`src/rtl/vga_timing_core.sv`:
```
// Parametrised VGA timing generator. Counters advance on a pixel enable. Sync and
// display flags can be delayed by a pixel-step pipeline. Also provides line/frame strobes.
module vga_timing_core #(
    parameter int unsigned H_DISPLAY  = 640,
    parameter int unsigned H_FRONT    = 16,
    parameter int unsigned H_SYNC     = 96,
    parameter int unsigned H_BACK     = 48,
    parameter int unsigned V_DISPLAY  = 480,
    parameter int unsigned V_FRONT    = 10,
    parameter int unsigned V_SYNC     = 2,
    parameter int unsigned V_BACK     = 33,
    parameter int unsigned H_SYNC_POL = 1,
    parameter int unsigned V_SYNC_POL = 1,
    parameter int unsigned CNT_W      = 10,
    parameter int unsigned OUT_DELAY  = 0,
    parameter int unsigned FRAME_W    = 8
) (
    input  logic               clk,
    input  logic               reset,
    input  logic               pix_ce,
    output logic [CNT_W-1:0]   hpos,
    output logic [CNT_W-1:0]   vpos,
    output logic               hsync,
    output logic               vsync,
    output logic               display_on,
    output logic               line_start,
    output logic               frame_start,
    output logic [FRAME_W-1:0] frame_count
);

    localparam int unsigned H_TOTAL  = H_DISPLAY + H_FRONT + H_SYNC + H_BACK;
    localparam int unsigned V_TOTAL  = V_DISPLAY + V_FRONT + V_SYNC + V_BACK;
    localparam int unsigned HS_START = H_DISPLAY + H_FRONT;
    localparam int unsigned HS_END   = HS_START + H_SYNC;
    localparam int unsigned VS_START = V_DISPLAY + V_FRONT;
    localparam int unsigned VS_END   = VS_START + V_SYNC;
    localparam longint unsigned CNT_MAX = (64'd1 << CNT_W) - 64'd1;
    localparam logic HS_IDLE = (H_SYNC_POL == 0);
    localparam logic VS_IDLE = (V_SYNC_POL == 0);

    if ((CNT_W > 32) || (64'(H_TOTAL - 1) > CNT_MAX) || (64'(V_TOTAL - 1) > CNT_MAX)
        || (OUT_DELAY > 7)) begin : g_bad_params
        $fatal(1, "vga_timing_core: illegal CNT_W/timing/OUT_DELAY parameters");
    end

    logic [CNT_W-1:0]   h_q, h_d, v_q, v_d;
    logic [FRAME_W-1:0] frame_q, frame_d;
    logic               h_last, v_last;

    assign h_last = (h_q == CNT_W'(H_TOTAL - 1));
    assign v_last = (v_q == CNT_W'(V_TOTAL - 1));

    // Raster advance: line wrap and frame wrap share the same pixel step.
    always_comb begin
        h_d     = h_q;
        v_d     = v_q;
        frame_d = frame_q;
        if (pix_ce) begin
            h_d = h_last ? '0 : h_q + 1'b1;
            if (h_last) begin
                v_d = v_last ? '0 : v_q + 1'b1;
                if (v_last) begin
                    frame_d = frame_q + 1'b1;
                end
            end
        end
    end

    always_ff @(posedge clk or posedge reset) begin
        if (reset) begin
            h_q     <= '0;
            v_q     <= '0;
            frame_q <= '0;
        end else begin
            h_q     <= h_d;
            v_q     <= v_d;
            frame_q <= frame_d;
        end
    end

    logic hs_raw, vs_raw, de_raw, hs_lvl, vs_lvl;

    assign hs_raw = (32'(h_q) >= HS_START) && (32'(h_q) < HS_END);
    assign vs_raw = (32'(v_q) >= VS_START) && (32'(v_q) < VS_END);
    assign de_raw = (32'(h_q) < H_DISPLAY) && (32'(v_q) < V_DISPLAY);
    assign hs_lvl = hs_raw ^ HS_IDLE;
    assign vs_lvl = vs_raw ^ VS_IDLE;

    if (OUT_DELAY == 0) begin : g_nodelay
        assign hsync      = hs_lvl;
        assign vsync      = vs_lvl;
        assign display_on = de_raw;
    end else begin : g_delay
        logic [OUT_DELAY-1:0] hs_q, vs_q, de_q;

        // Pixel-step shift register; stage i holds the decode from i+1 steps ago.
        always_ff @(posedge clk or posedge reset) begin
            if (reset) begin
                hs_q <= {OUT_DELAY{HS_IDLE}};
                vs_q <= {OUT_DELAY{VS_IDLE}};
                de_q <= '0;
            end else if (pix_ce) begin
                hs_q[0] <= hs_lvl;
                vs_q[0] <= vs_lvl;
                de_q[0] <= de_raw;
                for (int i = 1; i < OUT_DELAY; i++) begin
                    hs_q[i] <= hs_q[i-1];
                    vs_q[i] <= vs_q[i-1];
                    de_q[i] <= de_q[i-1];
                end
            end
        end

        assign hsync      = hs_q[OUT_DELAY-1];
        assign vsync      = vs_q[OUT_DELAY-1];
        assign display_on = de_q[OUT_DELAY-1];
    end

    assign hpos        = h_q;
    assign vpos        = v_q;
    assign line_start  = pix_ce && (h_q == '0);
    assign frame_start = line_start && (v_q == '0);
    assign frame_count = frame_q;

endmodule

```
`config.mk`:
```
export PLATFORM = sky130hd
export DESIGN_NAME = vga_timing_core
export DESIGN_NICKNAME = d
export VERILOG_FILES = /design/src/rtl/vga_timing_core.sv
export SDC_FILE = /design/constraint.sdc
export NUM_CORES = 1
export LEC_CHECK = 0
export ABC_AREA = 1
export CAP_MARGIN = 15
export CORE_AREA = 2 2 54 81
export DETAILED_ROUTE_END_ITERATION = 8
export DIE_AREA = 0 0 56 83
export HOLD_SLACK_MARGIN = 0.15
export PLACE_DENSITY = 0.75
export SLEW_MARGIN = 40
export SYNTH_ARGS = -nofsm -noshare
export SYNTH_HDL_FRONTEND = slang
export SYNTH_SLANG_ARGS = --single-unit
export TNS_END_PERCENT = 50
```
`constraint.sdc`:
```
create_clock -name clk -period 1.29 [get_ports clk]
set_input_delay 0.258 -clock clk [delete_from_list [all_inputs] [get_ports clk]]
set_output_delay 0.258 -clock clk [all_outputs]
set_load 0.1 [all_outputs]
```
==> results.json, run 1 <==
{
  "synth_top_family_by_area": "simple AND/OR/NAND/NOR gates",
  "synth_most_common_cell": "nand2_1",
  "ys_warn_count": 0,
  "async_flop_share": 1.00,
  "cts_buffer_depth": 2,
  "initial_core_util": 0.444,
  "synth-compound-area-share": 0.0445,
  "yosys.area_share.simple": 0.341,
  "dp_hpwl_mm": 3.89,
  "yosys-top-cells-area": "dfrtp_1 40%, nand2_1 13%, inv_1 7.1%",
  "syn-cell-area_sq_um": 1740,
  "synth-main-ff-cell": "dfrtp_1",
  "stop_stage": "5_1_grt",
  "status": "stopped before the end",
  "synth_fa_ha_area_frac": 0.0431,
  "syn_nets": 243,
  "synth_mux_area_frac": 0,
  "cts-root-buf": "clkbuf_8",
  "stop_error": "[ERROR DPL-0038] Utilization greater than 100%, impossible to legalize",
  "cts_max_level": 1,
  "gp_congestion": 0.849,
  "num_io_pins": 36,
  "synthDistinctLibCells": 25,
  "yosysTopAreaCellShare": 0.402,
  "postGrtWorstEndpoint": "frame_start",
  "endpoint_type": "top-level output",
  "synth_top_cells_by_count": "62 x nand2_1, 33 x inv_1, 30 x nor2_1",
  "numCtsBuffers": 3,
  "numPortBuffers": 35,
  "die_y_microns": 83,
  "grt_max_degree": 29,
  "syn_area_per_cell_sq_um": 7.45,
  "synth_seq_area_share": 0.402,
  "synth_edf_count": 0,
  "rows": 28,
  "cts.sinks": 28,
  "chipWidth_microns": 56,
  "ys_seq_elements": 28,
  "synth-xor-area-share": 0.0804,
  "synth_top_area_cell": "dfrtp_1",
  "syn_inst": 234
}
[kinds of logic after synthesis]
group                    count (synthesis)
AO/OA/AOI/OAI                           14
XOR/XNOR                                16
adder cells (fa/ha/maj)                  6
buffers and inverters                   38
flip-flops                              28
AND/OR/NAND/NOR                        132
[stage by stage]
stage               setup WS, ns  cell area (sq um)  std cells
floorplan                  -1.10               1890        234
global placement          -0.449               3050        366
detailed placement        -0.456               3050        366
CTS                       -0.702               3590        392
[repair_timing]
action | CTS
pin swaps | 19
hold buffers | 0
endpoints found under the setup margin | 51
setup buffers | 24
gates resized for setup | 91
gates cloned | 1
==> run 2, diff against run 1 <==
--- a/config.mk
+++ b/config.mk
@@ -7,11 +7,10 @@
 export LEC_CHECK = 0
 export ABC_AREA = 1
 export CAP_MARGIN = 15
-export CORE_AREA = 2 2 54 81
+export CORE_AREA = 2 2 70 72
 export DETAILED_ROUTE_END_ITERATION = 8
-export DIE_AREA = 0 0 56 83
-export HOLD_SLACK_MARGIN = 0.15
-export PLACE_DENSITY = 0.75
+export DIE_AREA = 0 0 72 74
+export PLACE_DENSITY_LB_ADDON = 0.15
 export SLEW_MARGIN = 40
 export SYNTH_ARGS = -nofsm -noshare
 export SYNTH_HDL_FRONTEND = slang
==> constraint.sdc (replaced) <==
create_clock -name clk -period 1.7 [get_ports clk]
set_input_delay 0.34 -clock clk [delete_from_list [all_inputs] [get_ports clk]]
set_output_delay 0.34 -clock clk [all_outputs]
set_load 0.1 [all_outputs]
==> run 2 against run 1 <==
Effect of this change:
- the flow now finishes, with violations (setup timing)
- synthesized area unchanged
- synthesized cell count is the same
==> results.json, run 2 <==
{
  "final_common_cell": "nand2_1",
  "drc_errors": 0,
  "leakage_nw": 1.51,
  "cp-end-kind": "output pin",
  "cts_max_level": 1,
  "setup_violations": 5,
  "numPortBuffers": 35,
  "slew_headroom": 0.754,
  "clkSlewWorstSetupHoldPaths_ns": 0.10,
  "cts_buffer_depth": 2,
  "crit_type": "register to output pin",
  "ff2ff_path_depth": 10,
  "initial_core_util": 0.379,
  "core-area_sq_um": 4600,
  "syn_area_per_cell_sq_um": 7.45,
  "layout.cells.non_filler": 365,
  "grt_first_pass_wirelength_mm": 7.49,
  "drt_iter0_markers": 101,
  "via_count": 1729,
  "final_antenna_net_count": 0,
  "max_freq_ghz": 0.511,
  "gp_congestion": 0.837,
  "synth_seq_area_share": 0.402,
  "grt_usage": 0.177,
  "ys_warn_count": 0,
  "num_io_pins": 36,
  "synth_most_common_cell": "nand2_1",
  "die_y_microns": 74,
  "chipWidth_microns": 72,
  "die-area_sq_um": 5330,
  "hold-worst-slack_ns": 0.414,
  "max_stage_delay_ns": 0.43,
  "hold_viol": 0,
  "skew_ns": 0.00232,
  "antenna_found_initial": 0,
  "placed_area_sq_um": 2840,
  "cts.sinks": 28,
  "r2r-start": "vpos[6]",
  "numCtsBuffers": 3,
  "cap_violations": 0,
  "switchingPower_mw": 1.14,
  "most-common-layout-cells": "56 x nand2_1, 35 x buf_4, 33 x buf_12, 26 x inv_1, 22 x nor2_1",
  "syn_inst": 234,
  "syn-cell-area_sq_um": 1740,
  "setup_ws_ns": -0.259,
  "maxSlewViolCount": 0,
  "crit_start": "hpos[7]",
  "finalInstanceArea_sq_um": 3150,
  "antennaDiodeCount": 0,
  "synthDistinctLibCells": 25,
  "hp-class": "primary input to async pin",
  "final_layout_size_suffix_gt1_frac": 0.479,
  "seq_power_share": 0.298,
  "crit_slowest_cell": "dfrtp_2",
  "first_pass_iters": 5,
  "synth_top_area_cell": "dfrtp_1",
  "crit_arrival_ns": 1.62,
  "layout_min_cycle_time_ns": 1.96,
  "synth-main-ff-cell": "dfrtp_1",
  "synth_edf_count": 0,
  "cts-root-buf": "clkbuf_8",
  "rsz0062_at_grt": "true",
  "ys_seq_elements": 28,
  "rows": 25,
  "worst-endpoint-required_ns": 1.36,
  "syn2layout_area_growth_pct": 80.9,
  "clk_latency_ns": 0.28,
  "layout.nets": 321,
  "r2r-end": "frame_count[4]",
  "synth_top_cells_by_count": "62 x nand2_1, 33 x inv_1, 30 x nor2_1",
  "wire_per_inst_microns": 12.3,
  "startpoint_type": "register",
  "yosysTopAreaCellShare": 0.402,
  "ir_worst_vdd_mv": 0.913,
  "worstPathMaxFanout": 2,
  "crit_chain": "nor2_1, nand4_1, nor4_4, buf_12",
  "p_comb_frac": 0.502,
  "violations": "setup timing",
  "p_int_mw": 1.56,
  "wl_mm": 4.50,
  "grt_max_degree": 29,
  "final_core_utilization": 0.686,
  "grt_pass1_vias": 1666,
  "period_share": 1.15,
  "vias_per_cell": 4.74,
  "placed_cells": 351,
  "cellPowerDensity_nw_per_um2": 858,
  "dp_hpwl_mm": 3.26,
  "overflow": 0,
  "cp-endpoint": "frame_start",
  "async_flop_share": 1.00,
  "clock_power_share": 0.200,
  "syn_nets": 243,
  "worst_slew_pin_slew_ns": 0.369,
  "sw_frac_of_total": 0.422,
  "rrSetupSlack_ns": 0.03,
  "cts_tree": "yes",
  "status": "finished with violations",
  "yosys-top-cells-area": "dfrtp_1 40%, nand2_1 13%, inv_1 7.1%"
}
[run 2: timing repair]
item,CTS,global route
pin swaps,7,13
buffers inserted,7,5
hold buffers,0,0
setup endpoints to repair,7,14
resized for setup,23,24
[run 2: worst min-delay path by stage]
| stage | end | start | depth (start not counted) |
|---|---|---|---|
| 2_1_floorplan | frame_count[4] | reset | 1 |
| 3_3_place_gp | frame_count[1] | frame_count[1] | 2 |
| 3_5_place_dp | frame_count[1] | frame_count[1] | 2 |
| 4_1_cts | hpos[1] | reset | 3 |
| 5_1_grt | hpos[2] | reset | 3 |
| 6_report | hpos[8] | reset | 3 |
[run 2: layout make-up]
cell class | count | area, sq um
fill | 354 | 1450
multi-input combinational | 168 | 1100
timing repair buffer | 76 | 1010
sequential | 28 | 761
inverter | 35 | 138
tap | 54 | 67.6
clock buffer | 3 | 41.3
clock inverter | 1 | 30.0
[run 2: critical path: cells and delay by family, from the launching register on]
kind / cells / cell delay (ns)
buf+inv: 1 / 0.21
simple gates: 3 / 0.70
flops: 1 / 0.43
[run 2: kinds of logic after synthesis]
logic type | synth area share
simple gates | 0.341
flops | 0.402
fa+ha+maj | 0.0431
xor+xnor | 0.0804
buf+inv | 0.0890
compound gates | 0.0445
[run 2: power by group through the flow]
stage	Combinational, mW	Clock, mW	Sequential [mW]
floorplan	0.257	0	1.35
detailed placement	1.28	0	0.818
global placement	1.28	0	0.816
global route	1.42	0.574	0.814
finish	1.36	0.541	0.806
CTS	1.32	0.549	0.807
[run 2: layer usage]
layer	GRT usage	wire, microns
met2	0.289	2160
met5	0	0
met1	0.246	2110
met3	0.0325	167
met4	0.0398	57
[run 2: through the flow]
step / setup TNS (ns) / setup slack, ns / power [mW]
floorplan: -2.87 / -0.775 / 1.60
global placement: -0.386 / -0.125 / 2.10
CTS: -1.09 / -0.357 / 2.67
global route: -1.63 / -0.338 / 2.81
detailed placement: -0.535 / -0.150 / 2.10
finish: -0.958 / -0.259 / 2.70
Note: power is estimated with default switching activity, not from simulation.
